--- src/rtl/regsel_seq.sv ---
// regsel_seq: micro-sequencer driving the regSel register-select decoder for
// multi-cycle MOV / ALU / SWAP register transfers. Operands are latched on
// start; each class then walks a fixed schedule of oe/load/ALU-strobe steps.
module regsel_seq #(
    parameter logic [2:0] TMP_REG = 3'd7
) (
    input  logic       clock,
    input  logic       notReset,
    input  logic       start,
    input  logic [1:0] opClass,
    input  logic [2:0] op0,
    input  logic [2:0] op1,
    input  logic [2:0] op2,
    input  logic       stall,
    output logic       oe,
    output logic       load,
    output logic [1:0] oeSourceSel,
    output logic       loadSourceSel,
    output logic [2:0] useqRegSelOe,
    output logic [2:0] useqRegSelLoad,
    output logic [2:0] opOut0,
    output logic [2:0] opOut1,
    output logic [2:0] opOut2,
    output logic       aluALoad,
    output logic       aluBLoad,
    output logic       aluOe,
    output logic       busy,
    output logic       done,
    output logic       err
);

    // FIN_ERR is the FIN step of a reserved-class request; it differs from
    // FIN only in raising err.
    typedef enum logic [3:0] {
        IDLE,
        M1,
        A1,
        A2,
        A3,
        S1,
        S2,
        S3,
        FIN,
        FIN_ERR
    } state_t;

    typedef struct packed {
        logic       oe;
        logic [1:0] oe_sel;
        logic       load;
        logic       load_sel;
        logic [2:0] useq_oe;
        logic [2:0] useq_load;
        logic       alu_a;
        logic       alu_b;
        logic       alu_oe;
        logic       busy;
        logic       done;
        logic       err;
    } ctrl_t;

    state_t state;
    state_t state_nxt;
    ctrl_t  ctrl;

    // Moore decode of a state into its control word; src_a is the latched
    // op1 field, used as the load target of the last SWAP step.
    function automatic ctrl_t decode(input state_t s, input logic [2:0] src_a);
        ctrl_t c;
        c = '0;
        c.busy = (s != IDLE);
        case (s)
            M1: begin
                c.oe = 1'b1; c.oe_sel = 2'd2; c.load = 1'b1; c.load_sel = 1'b1;
            end
            A1: begin
                c.oe = 1'b1; c.oe_sel = 2'd2; c.alu_a = 1'b1;
            end
            A2: begin
                c.oe = 1'b1; c.oe_sel = 2'd3; c.alu_b = 1'b1;
            end
            A3: begin
                c.alu_oe = 1'b1; c.load = 1'b1; c.load_sel = 1'b1;
            end
            S1: begin
                c.oe = 1'b1; c.oe_sel = 2'd1; c.load = 1'b1; c.load_sel = 1'b0;
                c.useq_load = TMP_REG;
            end
            S2: begin
                c.oe = 1'b1; c.oe_sel = 2'd2; c.load = 1'b1; c.load_sel = 1'b1;
            end
            S3: begin
                c.oe = 1'b1; c.oe_sel = 2'd0; c.useq_oe = TMP_REG;
                c.load = 1'b1; c.load_sel = 1'b0; c.useq_load = src_a;
            end
            FIN: begin
                c.done = 1'b1;
            end
            FIN_ERR: begin
                c.done = 1'b1; c.err = 1'b1;
            end
            default: ;
        endcase
        return c;
    endfunction

    // Next-state: class dispatch from IDLE, stall holds transfer states.
    always_comb begin
        state_nxt = state;
        case (state)
            IDLE: begin
                if (start) begin
                    case (opClass)
                        2'd0:    state_nxt = M1;
                        2'd1:    state_nxt = A1;
                        2'd2:    state_nxt = S1;
                        default: state_nxt = FIN_ERR;
                    endcase
                end
            end
            M1:      state_nxt = stall ? M1 : FIN;
            A1:      state_nxt = stall ? A1 : A2;
            A2:      state_nxt = stall ? A2 : A3;
            A3:      state_nxt = stall ? A3 : FIN;
            S1:      state_nxt = stall ? S1 : S2;
            S2:      state_nxt = stall ? S2 : S3;
            S3:      state_nxt = stall ? S3 : FIN;
            default: state_nxt = IDLE;
        endcase
    end

    // State, operand latches and registered control word.
    always_ff @(posedge clock or negedge notReset) begin
        if (!notReset) begin
            state  <= IDLE;
            ctrl   <= '0;
            opOut0 <= '0;
            opOut1 <= '0;
            opOut2 <= '0;
        end else begin
            state <= state_nxt;
            ctrl  <= decode(state_nxt, opOut1);
            if (state == IDLE && start) begin
                opOut0 <= op0;
                opOut1 <= op1;
                opOut2 <= op2;
            end
        end
    end

    // The control word is registered from the next state, so a stalled cycle
    // keeps the oe side; write strobes are masked combinationally by stall so
    // a held step never writes twice. IDLE/FIN carry no strobes, so the mask
    // has no effect there.
    always_comb begin
        oe             = ctrl.oe;
        oeSourceSel    = ctrl.oe_sel;
        load           = ctrl.load & ~stall;
        loadSourceSel  = ctrl.load_sel;
        useqRegSelOe   = ctrl.useq_oe;
        useqRegSelLoad = ctrl.useq_load;
        aluALoad       = ctrl.alu_a & ~stall;
        aluBLoad       = ctrl.alu_b & ~stall;
        aluOe          = ctrl.alu_oe;
        busy           = ctrl.busy;
        done           = ctrl.done;
        err            = ctrl.err;
    end

endmodule

--- config.mk ---
export PLATFORM = sky130hd
export DESIGN_NAME = regsel_seq
export DESIGN_NICKNAME = d
export VERILOG_FILES = /design/src/rtl/regsel_seq.sv
export SDC_FILE = /design/constraint.sdc
export NUM_CORES = 1
export LEC_CHECK = 0
export ABC_AREA = 0
export BUFFER_PORTS_ARGS = -buffer_cell sky130_fd_sc_hd__buf_2
export CAP_MARGIN = 20
export CORE_MARGIN = 10
export CORE_UTILIZATION = 49
export CTS_BUF_LIST = sky130_fd_sc_hd__clkbuf_4 sky130_fd_sc_hd__clkbuf_8
export DETAILED_ROUTE_END_ITERATION = 8
export GPL_TIMING_DRIVEN = 0
export PLACE_DENSITY = 0.82
export REMOVE_ABC_BUFFERS = 1
export SLEW_MARGIN = 5
export SYNTH_ARGS = -nofsm -noshare
export SYNTH_HDL_FRONTEND = slang
export SYNTH_SLANG_ARGS = --single-unit
--- constraint.sdc ---
create_clock -name clock -period 2.2 [get_ports clock]
set_input_delay 0.33 -clock clock [delete_from_list [all_inputs] [get_ports clock]]
set_output_delay 0.33 -clock clock [all_outputs]
set_load 0.03 [all_outputs]
=== Word level (Yosys, flattened, before mapping) ===
Cells that the tools add are included.

* Register bits: 30
* Input bits: 15

* Equality and inequality tests: 18
* Muxes and demuxes: 19
* Bitwise gates (word level): 4
* Reductions and logical operators: 8

{| class="wikitable"
|+ Operator list
! kind !! count
|-
| $eq A4 B3 Y1 const B || 8
|-
| $pmux W4 S8 || 1
|-
| $eq A4 B2 Y1 const B || 4
|-
| $mux W4 || 4
|-
| $pmux W3 S4 || 1
|-
| $pmux W4 S3 || 1
|-
| $eq A4 B1 Y1 const B || 2
|-
| $eq A4 B4 Y1 const B || 2
|-
| $mux W1 || 7
|-
| $mux W3 || 2
|-
| $pmux W3 S2 || 1
|-
| $reduce_or A3 Y1 || 2
|-
| $logic_not A4 Y1 || 1
|-
| $pmux W2 S2 || 1
|-
| $reduce_bool A4 Y1 || 1
|-
| $reduce_or A2 Y1 || 2
|-
| $and A1 B1 Y1 || 3
|-
| $eq A2 B1 Y1 const B || 1
|-
| $eq A2 B2 Y1 const B || 1
|-
| $logic_not A2 Y1 || 1
|-
| $mux W2 || 1
|-
| $logic_and A1 B1 Y1 || 1
|-
| $not A1 Y1 || 1
|}

=== Longest topological paths before layout ===
* Depth in word-level cells: 7
* Gate-level depth with buffers: 7
* Mapped depth without buffers: 5

=== Least setup slack after synthesis ===
Ideal clock, no wire load.

* Path type: register -> register
* Start: register state[3]
* End: register ctrl, in the netlist oeSourceSel[0]
* Setup time: 0.065 ns
* Data arrival time: 1.640 ns
* Path slack: 0.496 ns
* Cell stages (with the launch flop): 6
* Path buffers: 1
* Path through: dfrtp_1 -> buf_6 -> or3_4 -> o32ai_4 -> nor3b_2 -> or2_1

* Word-level cells in the longest chain between the ends: 5

{| class="wikitable"
|+ Ends and longest elaborated chain
! element !! line !! source
|-
| start: declaration || 62 || <nowiki>state_t state;</nowiki>
|-
| start signal: assignment || 141 || <nowiki>state <= state_nxt;</nowiki>
|-
| $eq A4 B3 Y1 (tied with other cells) || 110 || <nowiki>case (state)</nowiki>
|-
| $pmux W4 S8 (*) || 110 ||
|-
| named net state_nxt[0] || 63 || <nowiki>state_t state_nxt;</nowiki>
|-
| $eq A4 B3 Y1 (tied with other cells) || 72 || <nowiki>case (s)</nowiki>
|-
| $reduce_or A3 Y1 (no line) || - ||
|-
| $pmux W3 S4 (*) || 72 ||
|-
| end signal: assignment || 142 || <nowiki>ctrl <= decode(state_nxt, opOut1);</nowiki>
|-
| end: declaration || 64 || <nowiki>ctrl_t ctrl;</nowiki>
|}

Mark *: on every way through the listed nets, which the timed path passes. The rest lies on a longest branch.
A chain may end at the register's enable or synchronous reset.

=== Worst setup path in the final report ===
* Start: register state[3]
* End: register ctrl, in the netlist oeSourceSel[0]

* Word-level cells in the longest chain between the ends: 5

{| class="wikitable"
|+ Ends and longest elaborated chain
! element !! line
|-
| $eq A4 B3 Y1 (tied with other cells) || 110
|-
| $pmux W4 S8 (*) || 110
|-
| $eq A4 B3 Y1 (tied with other cells) || 72
|-
| $reduce_or A3 Y1 (no line) || -
|-
| $pmux W3 S4 (*) || 72
|}

Every way passes the cells marked *; elsewhere a longest branch is shown, timed or not.

==> results.ini <==
[global_route]
grt_overflow=0
grtUsageMet2_pct=17.9
grt_max_degree=29
grt_pass1_vias=984
antenna_found_initial=0
top_usage_layer=met2
grt_pass1_wl_um=4400
gr-usage-met1_pct=10.4
grt_use_met3_pct=5.10
grt_usage_pct=10.4

[sta]
hold_viol=0
max_freq_mhz=483
tightest_slew_ns=0.614
drv_slew=0
layout_setup_ws_ns=0.131
setup_viol=0
hold_ws_ns=0.221
fin_skew_ns=0.00612
period_minus_slack_ns=2.07
rsz0062_at_grt=false
final.period_utilization_pct=94.0
slew_headroom_pct=58.7

[place]
gp_congestion=0.752
place_hpwl_um=1990
dp.cells=164
post_dp_cell_area_um2=1420
pre_cts_ws_ns=-0.399
port_buffers=40

[logic_synthesis]
syn-cell-area_um2=1290
yosysWarnings=0
synth-compound-area-share_pct=10.0
yosys.area.top_type=dfrtp_1
synth.area.top_cells=dfrtp_1, mux2_2, buf_4
synth_top_family_by_area=simple AND/OR/NAND/NOR gates
synthAdderAreaFrac_pct=0
synth_seq_cells=28
synth_xor_area_share_pct=0.680
postSynthCellCount=108
synth_top_area_share_pct=54.4
synth.avg_cell_area_um2=11.9
synth.distinct_cells=35
synthMuxAreaShare_pct=8.65
ys_seq_area_share_pct=54.4
synth-simple-area-share_pct=17.6

[worst_setup_path]
critPathMaxFanout=12
reg2reg_to=oeSourceSel[0]$_DFF_PN0_
end_kind=flop
crit_path_end=oeSourceSel[0]$_DFF_PN0_
r2r-start=state[3]$_DFF_PN0_
rrSetupSlack_ns=0.13
critical_path.startpoint_type=flop
crit_start=state[3]$_DFF_PN0_
worstPathArrival_ns=2.35
cp.required_ns=2.48
path_class=flop to flop
reg2reg_depth=5

[die]
core_region_area_um2=2500
row_count=18
dieWidth_um=71.3
ioPinCount=41
die_y_um=71.3
die_area_um2=5080
start_util_pct=51.5

[outcome]
outcome=finished clean

[routing]
wl_per_cell_um=15.4
drt-initial-drc-count=16
drcViolationCount=0
drtPass1Iterations=4
viasPerCell=5.29
detail-route-antenna-nets=0
num_vias=894
wl_um=2600

[clock_tree]
clock-sinks=28
cts_buffers=3
h-tree-depth=1
post_cts_buffers=0
clk_latency_ns=0.33
clk_pin_slew_ns=0.14
cts_tree=yes
cts_buffer_depth=2
cts-root-buf=clkbuf_4

[layout]
syn_to_final_growth_pct=14.6
instances_no_fill=169
layout.nets=155
fin_area_um2=1480
layout_common_cells=buf_2, dfrtp_1, mux2_2
diodes=0
layout_commonest_cell=buf_2
drive_gt1_share_pct=44.6

[run]
max-cap-violations=0

[hold_path]
hold_class=input port to flop

[power]
powerDensity_nw_per_um2=1630
ir_drop_uv=950
p_leak_nw=0.755

[routing by layer]
| metal | vias up | part of all wire [%] | wire [µm] |
|---|---|---|---|
| li1 | 421 | - | - |
| met1 | 431 | 42 | 1110 |
| met2 | 37 | 46 | 1190 |
| met3 | 5 | 10 | 265 |
| met4 | 0 | 1.5 | 38 |
| met5 | - | 0 | 0 |
[cells by family (layout without fill, tap and decap cells)]
logic type,count (synthesis),count (layout)
AO/OA/AOI/OAI,15,15
multiplexers,10,10
AND/OR/NAND/NOR,38,38
XOR/XNOR,1,1
flip-flops,28,28
buffers and inverters,16,47
[cell type report]
class / instances / area, µm²
multi-input cells: 64 / 483
fillers: 227 / 1020
well taps: 30 / 37.5
clock buffers: 4 / 36.3
inverters: 2 / 7.51
flip-flops and latches: 28 / 701
repair buffers: 41 / 210
[synth_stat cells]
cell,instances
a41oi_1,2
a21o_2,2
o21a_1,1
dfrtp_1,28
nor2_1,8
mux2i_1,1
o21ai_0,2
or3_2,1
nand4bb_1,1
buf_6,1
nor4_1,2
buf_2,2
or2b_1,1
o32ai_4,1
a21oi_1,1
and3_1,1
nor2b_1,5
buf_4,11
mux2_2,9
o22ai_1,1
nand3_1,1
nand3b_1,2
and3b_2,1
nand2_1,7
a31oi_1,1
xnor2_1,1
nor3b_2,1
nand2b_1,3
and2b_2,1
or2_1,1
or3_4,1
a21o_1,3
inv_1,2
o2bb2ai_1,1
and2_1,1
[sequential cells by signal, summed over array words and instances, names as in the netlist]
register and count:
done 1, err 1, useqRegSelLoad 3, oeSourceSel 2, oe 1, state 4, loadSourceSel 1, opOut0 3
opOut2 3, busy 1, opOut1 3, aluOe 1, ctrl 3, useqRegSelOe 1
[power breakdown]
| part | total (mW) | internal, mW | leakage, nW | switching, mW |
|---|---|---|---|---|
| registers | 0.910 | 0.740 | 0.352 | 0.169 |
| clock network | 0.247 | 0.101 | 0.0210 | 0.145 |
| logic | 1.25 | 0.473 | 0.382 | 0.779 |
| total | 2.41 | 1.32 | 0.755 | 1.09 |
[repair_timing]
action | in CTS | in global routing
gates resized for setup | 2 | 0
pin swaps | 0 | 1
endpoints found under the hold margin | 10 | 0
hold buffers | 1 | 0
setup endpoints to repair | 9 | 1
[stage by stage]
stage / setup TNS, ns / utilization (%) / power [mW]
3_3_place_gp: -1.29 / 56.9 / 2.12
4_1_cts: 0 / 59.0 / 2.44
2_1_floorplan: 0 / - / 1.82
6_report: 0 / 59.0 / 2.41
3_5_place_dp: -2.19 / 56.9 / 2.18
5_1_grt: 0 / 59.0 / 2.60
[worst min path at each step]
stage,from,to,slack (ns),cells after the start
floorplan,notReset,aluOe$_DFF_PN0_,0.03,0
global placement,notReset,aluOe$_DFF_PN0_,0.36,1
detailed placement,notReset,aluOe$_DFF_PN0_,0.38,1
CTS,op1[1],opOut1[1]$_DFFE_PN0P_,0.21,2
global route,op1[0],opOut1[0]$_DFFE_PN0P_,0.20,2
finish,op0[2],opOut0[2]$_DFFE_PN0P_,0.22,2
[worst max-delay path, stage by stage, from the launching register on]
cell,delay [ns]
dfrtp_1,0.53
or3_4,0.47
nor2_4,0.28
a31oi_1,0.27
nor3b_2,0.34
or2_1,0.14
No activity file was read; power rests on OpenSTA's default activity.
